===== src/rtl/mem_stage_lsu.sv =====
// MEM-stage load/store initiator: sequences data-memory reads/writes, stalls, writes back.
// Optional LSU_STORE_FWD_EN: one-entry store buffer forwards data to matching loads.
module mem_stage_lsu #(
    parameter int DATA_W     = 16,
    parameter int ADDR_W     = 16,
    parameter int REG_W      = 4,
    parameter int MEM_RD_LAT = 1
) (
    input  logic              CLOCK,
    input  logic              in_rst_n,
    input  logic              in_ex_valid,
    input  logic [ADDR_W-1:0] in_ex_alu_result,
    input  logic [DATA_W-1:0] in_ex_store_data,
    input  logic [REG_W-1:0]  in_ex_dest_reg,
    input  logic              cntrl_ex_mem_read,
    input  logic              cntrl_ex_mem_write,
    output logic              out_stall,
    output logic [ADDR_W-1:0] out_mem_addr,
    output logic [DATA_W-1:0] out_mem_data,
    output logic              cntrl_mem_read,
    output logic              cntrl_mem_write,
    input  logic [DATA_W-1:0] in_mem_data,
    output logic              out_wb_valid,
    output logic [DATA_W-1:0] out_wb_data,
    output logic [REG_W-1:0]  out_wb_dest
);

    typedef enum logic [1:0] {IDLE, RD, WR, WB} state_t;

    localparam logic [3:0] LAT = 4'(MEM_RD_LAT);

    state_t           state;
    logic [3:0]       cnt;
    logic [REG_W-1:0] dest_q;
    logic             fwd_hit;
    logic [DATA_W-1:0] fwd_data;

    assign out_stall = (state != IDLE);

`ifdef LSU_STORE_FWD_EN
    logic              buf_v;
    logic [ADDR_W-1:0] buf_a;
    logic [DATA_W-1:0] buf_d;

    assign fwd_hit  = buf_v && (buf_a == in_ex_alu_result);
    assign fwd_data = buf_d;

    // Buffer tracks the most recent store; only reset clears it
    always_ff @(posedge CLOCK or negedge in_rst_n) begin
        if (!in_rst_n) begin
            buf_v <= 1'b0;
            buf_a <= '0;
            buf_d <= '0;
        end else if (state == IDLE && in_ex_valid && cntrl_ex_mem_write) begin
            buf_v <= 1'b1;
            buf_a <= in_ex_alu_result;
            buf_d <= in_ex_store_data;
        end
    end
`else
    assign fwd_hit  = 1'b0;
    assign fwd_data = '0;
`endif

    always_ff @(posedge CLOCK or negedge in_rst_n) begin
        if (!in_rst_n) begin
            state           <= IDLE;
            cnt             <= '0;
            dest_q          <= '0;
            out_mem_addr    <= '0;
            out_mem_data    <= '0;
            cntrl_mem_read  <= 1'b0;
            cntrl_mem_write <= 1'b0;
            out_wb_valid    <= 1'b0;
            out_wb_data     <= '0;
            out_wb_dest     <= '0;
        end else begin
            out_wb_valid <= 1'b0;
            unique case (state)
                IDLE: begin
                    if (in_ex_valid) begin
                        dest_q <= in_ex_dest_reg;
                        if (cntrl_ex_mem_write) begin
                            state           <= WR;
                            cntrl_mem_write <= 1'b1;
                            out_mem_addr    <= in_ex_alu_result;
                            out_mem_data    <= in_ex_store_data;
                        end else if (cntrl_ex_mem_read && fwd_hit) begin
                            state       <= WB;
                            out_wb_data <= fwd_data;
                        end else if (cntrl_ex_mem_read) begin
                            state          <= RD;
                            cnt            <= LAT;
                            cntrl_mem_read <= 1'b1;
                            out_mem_addr   <= in_ex_alu_result;
                        end else begin
                            state       <= WB;
                            out_wb_data <= DATA_W'(in_ex_alu_result);
                        end
                    end
                end
                RD: begin
                    cnt <= cnt - 4'd1;
                    // Counter hits zero on this edge: sample the returned word
                    if (cnt == 4'd1) begin
                        state          <= WB;
                        cntrl_mem_read <= 1'b0;
                        out_wb_data    <= in_mem_data;
                    end
                end
                WR: begin
                    state           <= IDLE;
                    cntrl_mem_write <= 1'b0;
                end
                WB: begin
                    state        <= IDLE;
                    out_wb_valid <= 1'b1;
                    out_wb_dest  <= dest_q;
                end
                default: state <= IDLE;
            endcase
        end
    end

endmodule


===== config.mk =====
export PLATFORM = sky130hd
export DESIGN_NAME = mem_stage_lsu
export DESIGN_NICKNAME = d
export VERILOG_FILES = /design/src/rtl/mem_stage_lsu.sv
export SDC_FILE = /design/constraint.sdc
export NUM_CORES = 1
export LEC_CHECK = 0
export CAP_MARGIN = 20
export CORE_MARGIN = 2
export CORE_UTILIZATION = 32
export CTS_CLUSTER_DIAMETER = 30
export CTS_CLUSTER_SIZE = 30
export DETAILED_ROUTE_END_ITERATION = 6
export GPL_ROUTABILITY_DRIVEN = 0
export HOLD_SLACK_MARGIN = 0.1
export SYNTH_ARGS = -nofsm -noshare
export SYNTH_HDL_FRONTEND = slang
export SYNTH_SLANG_ARGS = --single-unit

===== constraint.sdc =====
create_clock -name CLOCK -period 1.73 [get_ports CLOCK]
set_input_delay 0.2595 -clock CLOCK [delete_from_list [all_inputs] [get_ports CLOCK]]
set_output_delay 0.2595 -clock CLOCK [all_outputs]
set_load 0.05 [all_outputs]

## Word-level counts from Yosys, hierarchy flattened

Index checks and enable logic that the tools add are counted.

| storage, ports and cells | value |
|---|---|
| flip-flop bits (word level) | 65 |
| output and inout port bits | 56 |
| logic and storage cells | 60 |

| cells by class | value |
|---|---|
| add/sub/neg operators | 1 |
| equal/unequal tests | 10 |
| muxes and demuxes | 25 |
| reductions and logical operators | 14 |

Operators with widths:

| operator | number |
|---|---|
| two-way mux 16 bit | 6 |
| one-hot mux 16 bit (2 select lines) | 1 |
| two-way mux 4 bit | 3 |
| != test 2 bit, second input constant | 6 |
| AND reduction 5 bit | 2 |
| AND reduction 3 bit | 3 |
| two-way mux 2 bit | 4 |
| one-hot mux 4 bit (2 select lines) | 1 |
| nonzero test 2 bit | 4 |
| two-way mux 1 bit | 7 |
| one-hot mux 2 bit (3 select lines) | 1 |
| == test 2 bit, second input constant | 2 |
| == test 4 x 1 -> 1 bit, second input constant | 1 |
| one-hot mux 1 bit (2 select lines) | 2 |
| AND reduction 2 bit | 2 |
| AND reduction 4 bit | 1 |
| subtractor 4 x 1 -> 4 bit, second input constant | 1 |
| == test 2 x 1 -> 1 bit, second input constant | 1 |
| logical NOT 2 bit | 1 |
| OR reduction 2 bit | 1 |

## Longest topological paths before layout

| logic depth | value |
|---|---|
| depth after elaboration | 4 |
| gate-level depth with buffers | 7 |
| gate-level depth less buffers | 5 |

## Worst setup path after synthesis

Ideal clock, no wire load.

| timing | value |
|---|---|
| path kind | flip-flop to flip-flop |
| start point | register state[1] |
| end point | register out_mem_addr[10] |
| library setup time | 127 ps |
| data arrival time | 1,655 ps |
| required time | 1,603 ps |
| setup slack | -52 ps |
| cell stages (with the launch flop) | 7 |
| period minus slack after synthesis | 1,782 ps |
| cell sequence | dfrtp_1 buf_2 or3b_1 buf_4 nor2_8 buf_8 mux2_1 |

| between the ends | value |
|---|---|
| cells in the longest elaborated chain, start to end | 2 |

Ends and longest elaborated chain:

| item | line | text |
|---|---|---|
| from (decl) | 32 | `state_t state;` |
| from (signal assigned) | 67 | `state <= IDLE;` |
| from (signal assigned) | 84 | `state <= WR;` |
| from (signal assigned) | 89 | `state <= WB;` |
| logical NOT 2 bit | 79 | `unique case (state)` |
| AND reduction 3 bit (no line) | - |  |
| to (signal assigned) | 86 | `out_mem_addr <= in_ex_alu_result;` |
| to (signal assigned) | 95 | `out_mem_addr <= in_ex_alu_result;` |
| to (decl) | 18 | `output logic [ADDR_W-1:0] out_mem_addr,` |

Every way passes these cells.
A chain may end at the register's enable or synchronous reset.

## Final worst setup path

| timing | value |
|---|---|
| start point | register state[0] |
| end point | register out_mem_addr[4] |

The elaborated chain is that of the path after synthesis.

==> flow_summary.yaml <==
floorplanning:
  die_x_um: 97.8
  die_h_um: 97.8
  core_mm2: 0.00864
  die_area_mm2: 0.00956
  initial_utilization_pct: 32.6
  rows: 34
  ioPinCount: 113
clock_network:
  clk_path_buf_depth: 2
  clock_latency_ns: 0.32
  path_clk_slew_ns: 0.07
  cts_buffers: 9
  htreeDepth: 3
  cts.sinks: 65
  clock_tree.root_cell: "clkbuf_8"
  cts_tree: "built"
routing:
  first_pass_iters: 4
  dr.first_iter.drc_count: 57
  vias_per_cell: 4.51
  num_vias: 1986
  ant_nets: 0
  drc_errors: 0
  wl_per_cell_um: 14.9
  routed_wl_um: 6560
pwr:
  power.net_switching_mw: 4.52
  p_comb_share_pct: 59.9
  pwr-share-seq_pct: 27.3
  p_leak_nw: 1.99
  p_clk_share_pct: 12.8
  peakVddDrop_uv: 1050
  power_mw: 9.95
  switching_share_pct: 45.4
  internal-power_mw: 5.43
  p_per_area_mw_per_mm2: 2270
finish:
  insertedDiodeCount: 0
  area_growth_syn_to_layout_pct: 56.0
  layout-drive-gt1-share_pct: 49.4
  nNetsFinal: 387
  fillers: 781
  final_cell_mix: "dfrtp_1, buf_4, mux2_2"
timing:
  maxSlewHeadroom_pct: 67.0
  worst_slack_ns: 0.00977
  period_needed_ns: 1.72
  clock.fmax_mhz: 581
  setup_violations: 0
  rsz0062_at_grt: "yes"
  worst_pin_slew_ns: 0.497
  final_hold_viol_count: 0
  final_max_slew_viol_count: 0
  clock_skew_ns: 0.00541
  timing.final.crit_share_pct: 99.4
flow_run:
  cap_violations: 0
hold_path:
  hp-class: "in2async"
yosys:
  synthCells: 188
  synth.distinct_cells: 32
  ys_seq_area_share_pct: 57.8
  synth_fp_nets: 247
  synth-seq-cells: 65
  yosysWarnings: 0
  avgSynthCellArea_um2: 15.0
  netlist_area_mm2: 0.00281
setup_path:
  endpoint_kind: "register"
  cp-start-kind: "register"
  worstPathArrival_ns: 1.93
  critPathKind: "reg2reg"
  critPathRequiredTime_ns: 1.94
  cp_max_fo: 8
status:
  status: "finished, final reports clean"
global_routing:
  grt_max_degree: 66
  grt_pass1_wl_um: 10300
  grt_antenna_before_repair: 0
  gr-usage-all-layers_pct: 13.5
  grt_pass1_vias: 2137
  overflow: 0
place:
  portBuffers: 112
  pre_cts_ws_ns: -0.346
  dp_hpwl_um: 4540
cell families after synthesis:
logic type               count (synthesis)  synth area share (%)
buffers and inverters                   14                  3.47
flip-flops                              65                  57.8
AO/OA/AOI/OAI                           14                  3.11
AND/OR/NAND/NOR                         20                  5.52
multiplexers                            73                  29.2
adder cells (fa/ha/maj)                  2                 0.890
power by group through the flow:
stage	Combinational, mW	Sequential (mW)	Clock, mW
final	5.96	2.72	1.27
after global routing	6.27	2.84	1.41
after CTS	5.72	2.71	1.32
after detailed placement	5.76	2.72	0
after global placement	5.70	2.72	0
after floorplan	1.64	4.99	0
stage by stage:
step / setup TNS, ns / hold WS [ns] / utilization, % / cell area, um2 / cells
6_report: 0 / 0.479 / 50.8 / 4390 / 440
5_1_grt: -0.622 / 0.501 / 50.8 / 4390 / 440
4_1_cts: 0 / 0.488 / 49.5 / 4270 / 436
3_5_place_dp: -14.07 / 0.310 / 47.1 / 4070 / 420
3_3_place_gp: -14.26 / 0.311 / 47.1 / 4070 / 420
2_1_floorplan: -0.210 / -0.0361 / - / 2830 / 188
worst max-delay path, cell delays in order, from the launching register on:
cell and delay, ns:
dfrtp_1 0.40, or3b_1 0.40, buf_6 0.16, nor2_8 0.17, buf_12 0.15, mux2_2 0.33
flip-flops by register name (all words and copies together) (netlist names):
| name | flops |
|---|---|
| dest_q | 4 |
| cntrl_mem_write | 1 |
| out_mem_addr | 16 |
| out_wb_data | 16 |
| state | 2 |
| cntrl_mem_read | 1 |
| out_mem_data | 16 |
| cnt | 4 |
| out_wb_valid | 1 |
| out_wb_dest | 4 |
worst paths after layout:
path                                                   start                      endpoint  slack, ns  cells past startpoint
max in group asynchronous                           in_rst_n            cnt[1]$_DFFE_PN0P_       0.96                      3
worst min register to register  out_mem_addr[12]$_DFFE_PN0P_  out_mem_addr[12]$_DFFE_PN0P_       0.48                      1
worst max-delay path                    state[0]$_DFFE_PN0P_   out_mem_addr[4]$_DFFE_PN0P_       0.01                      5
worst max register to register          state[0]$_DFFE_PN0P_   out_mem_addr[4]$_DFFE_PN0P_       0.01                      5
worst min-delay path                                in_rst_n   out_wb_data[11]$_DFFE_PN0P_       0.48                      3
min in group CLOCK              out_mem_addr[12]$_DFFE_PN0P_  out_mem_addr[12]$_DFFE_PN0P_       0.48                      1
cell type report:
| class | instances | area (um2) | area share (%) |
|---|---|---|---|
| clock inverters | 3 | 40.0 | 0.912 |
| clock buffers | 12 | 155 | 3.53 |
| repair buffers | 138 | 1260 | 28.7 |
| flip-flops and latches | 65 | 1630 | 37.1 |
| multi-input cells | 109 | 1150 | 26.3 |
| inverters | 5 | 18.8 | 0.428 |
| well taps | 108 | 135 | 3.08 |
metal layers:
layer	vias up	track usage, %	wire (um)
met5	-	0	0
met4	0	4.81	86
met3	9	3.94	425
met2	69	21.7	3100
met1	958	17.6	2950
li1	950	-	-
cells in the mapped netlist:
cell type	n	area share, %
nand2_1	3	0.40
buf_8	1	0.53
and2_1	1	0.22
a2bb2oi_1	1	0.31
o21ai_0	4	0.71
ha_1	2	0.89
buf_2	3	0.53
nor2_8	2	1.4
a22o_1	1	0.31
or2_2	1	0.22
a31oi_1	1	0.22
a21oi_1	4	0.71
nor3b_2	1	0.44
mux2_2	61	24
buf_4	2	0.53
inv_1	5	0.67
nor3b_1	1	0.27
o2bb2ai_1	1	0.31
buf_6	3	1.2
nor2b_1	1	0.22
a21boi_0	1	0.27
mux2_1	11	4.4
dfrtp_1	65	58
nand2b_1	2	0.44
nand4bb_1	1	0.40
o21bai_1	1	0.27
or3_1	1	0.22
or4b_2	1	0.36
nand3_1	1	0.18
or3b_1	1	0.31
nor2_1	3	0.40
mux2i_1	1	0.36
repair_timing:
action,4_1_cts,5_1_grt
gates cloned,0,2
pin swaps,1,2
endpoints found under the hold margin,65,0
setup endpoints to repair,23,47
setup buffers,0,2
hold buffers,1,0
gates resized for setup,7,16
Power figures use the tool's default switching activity.
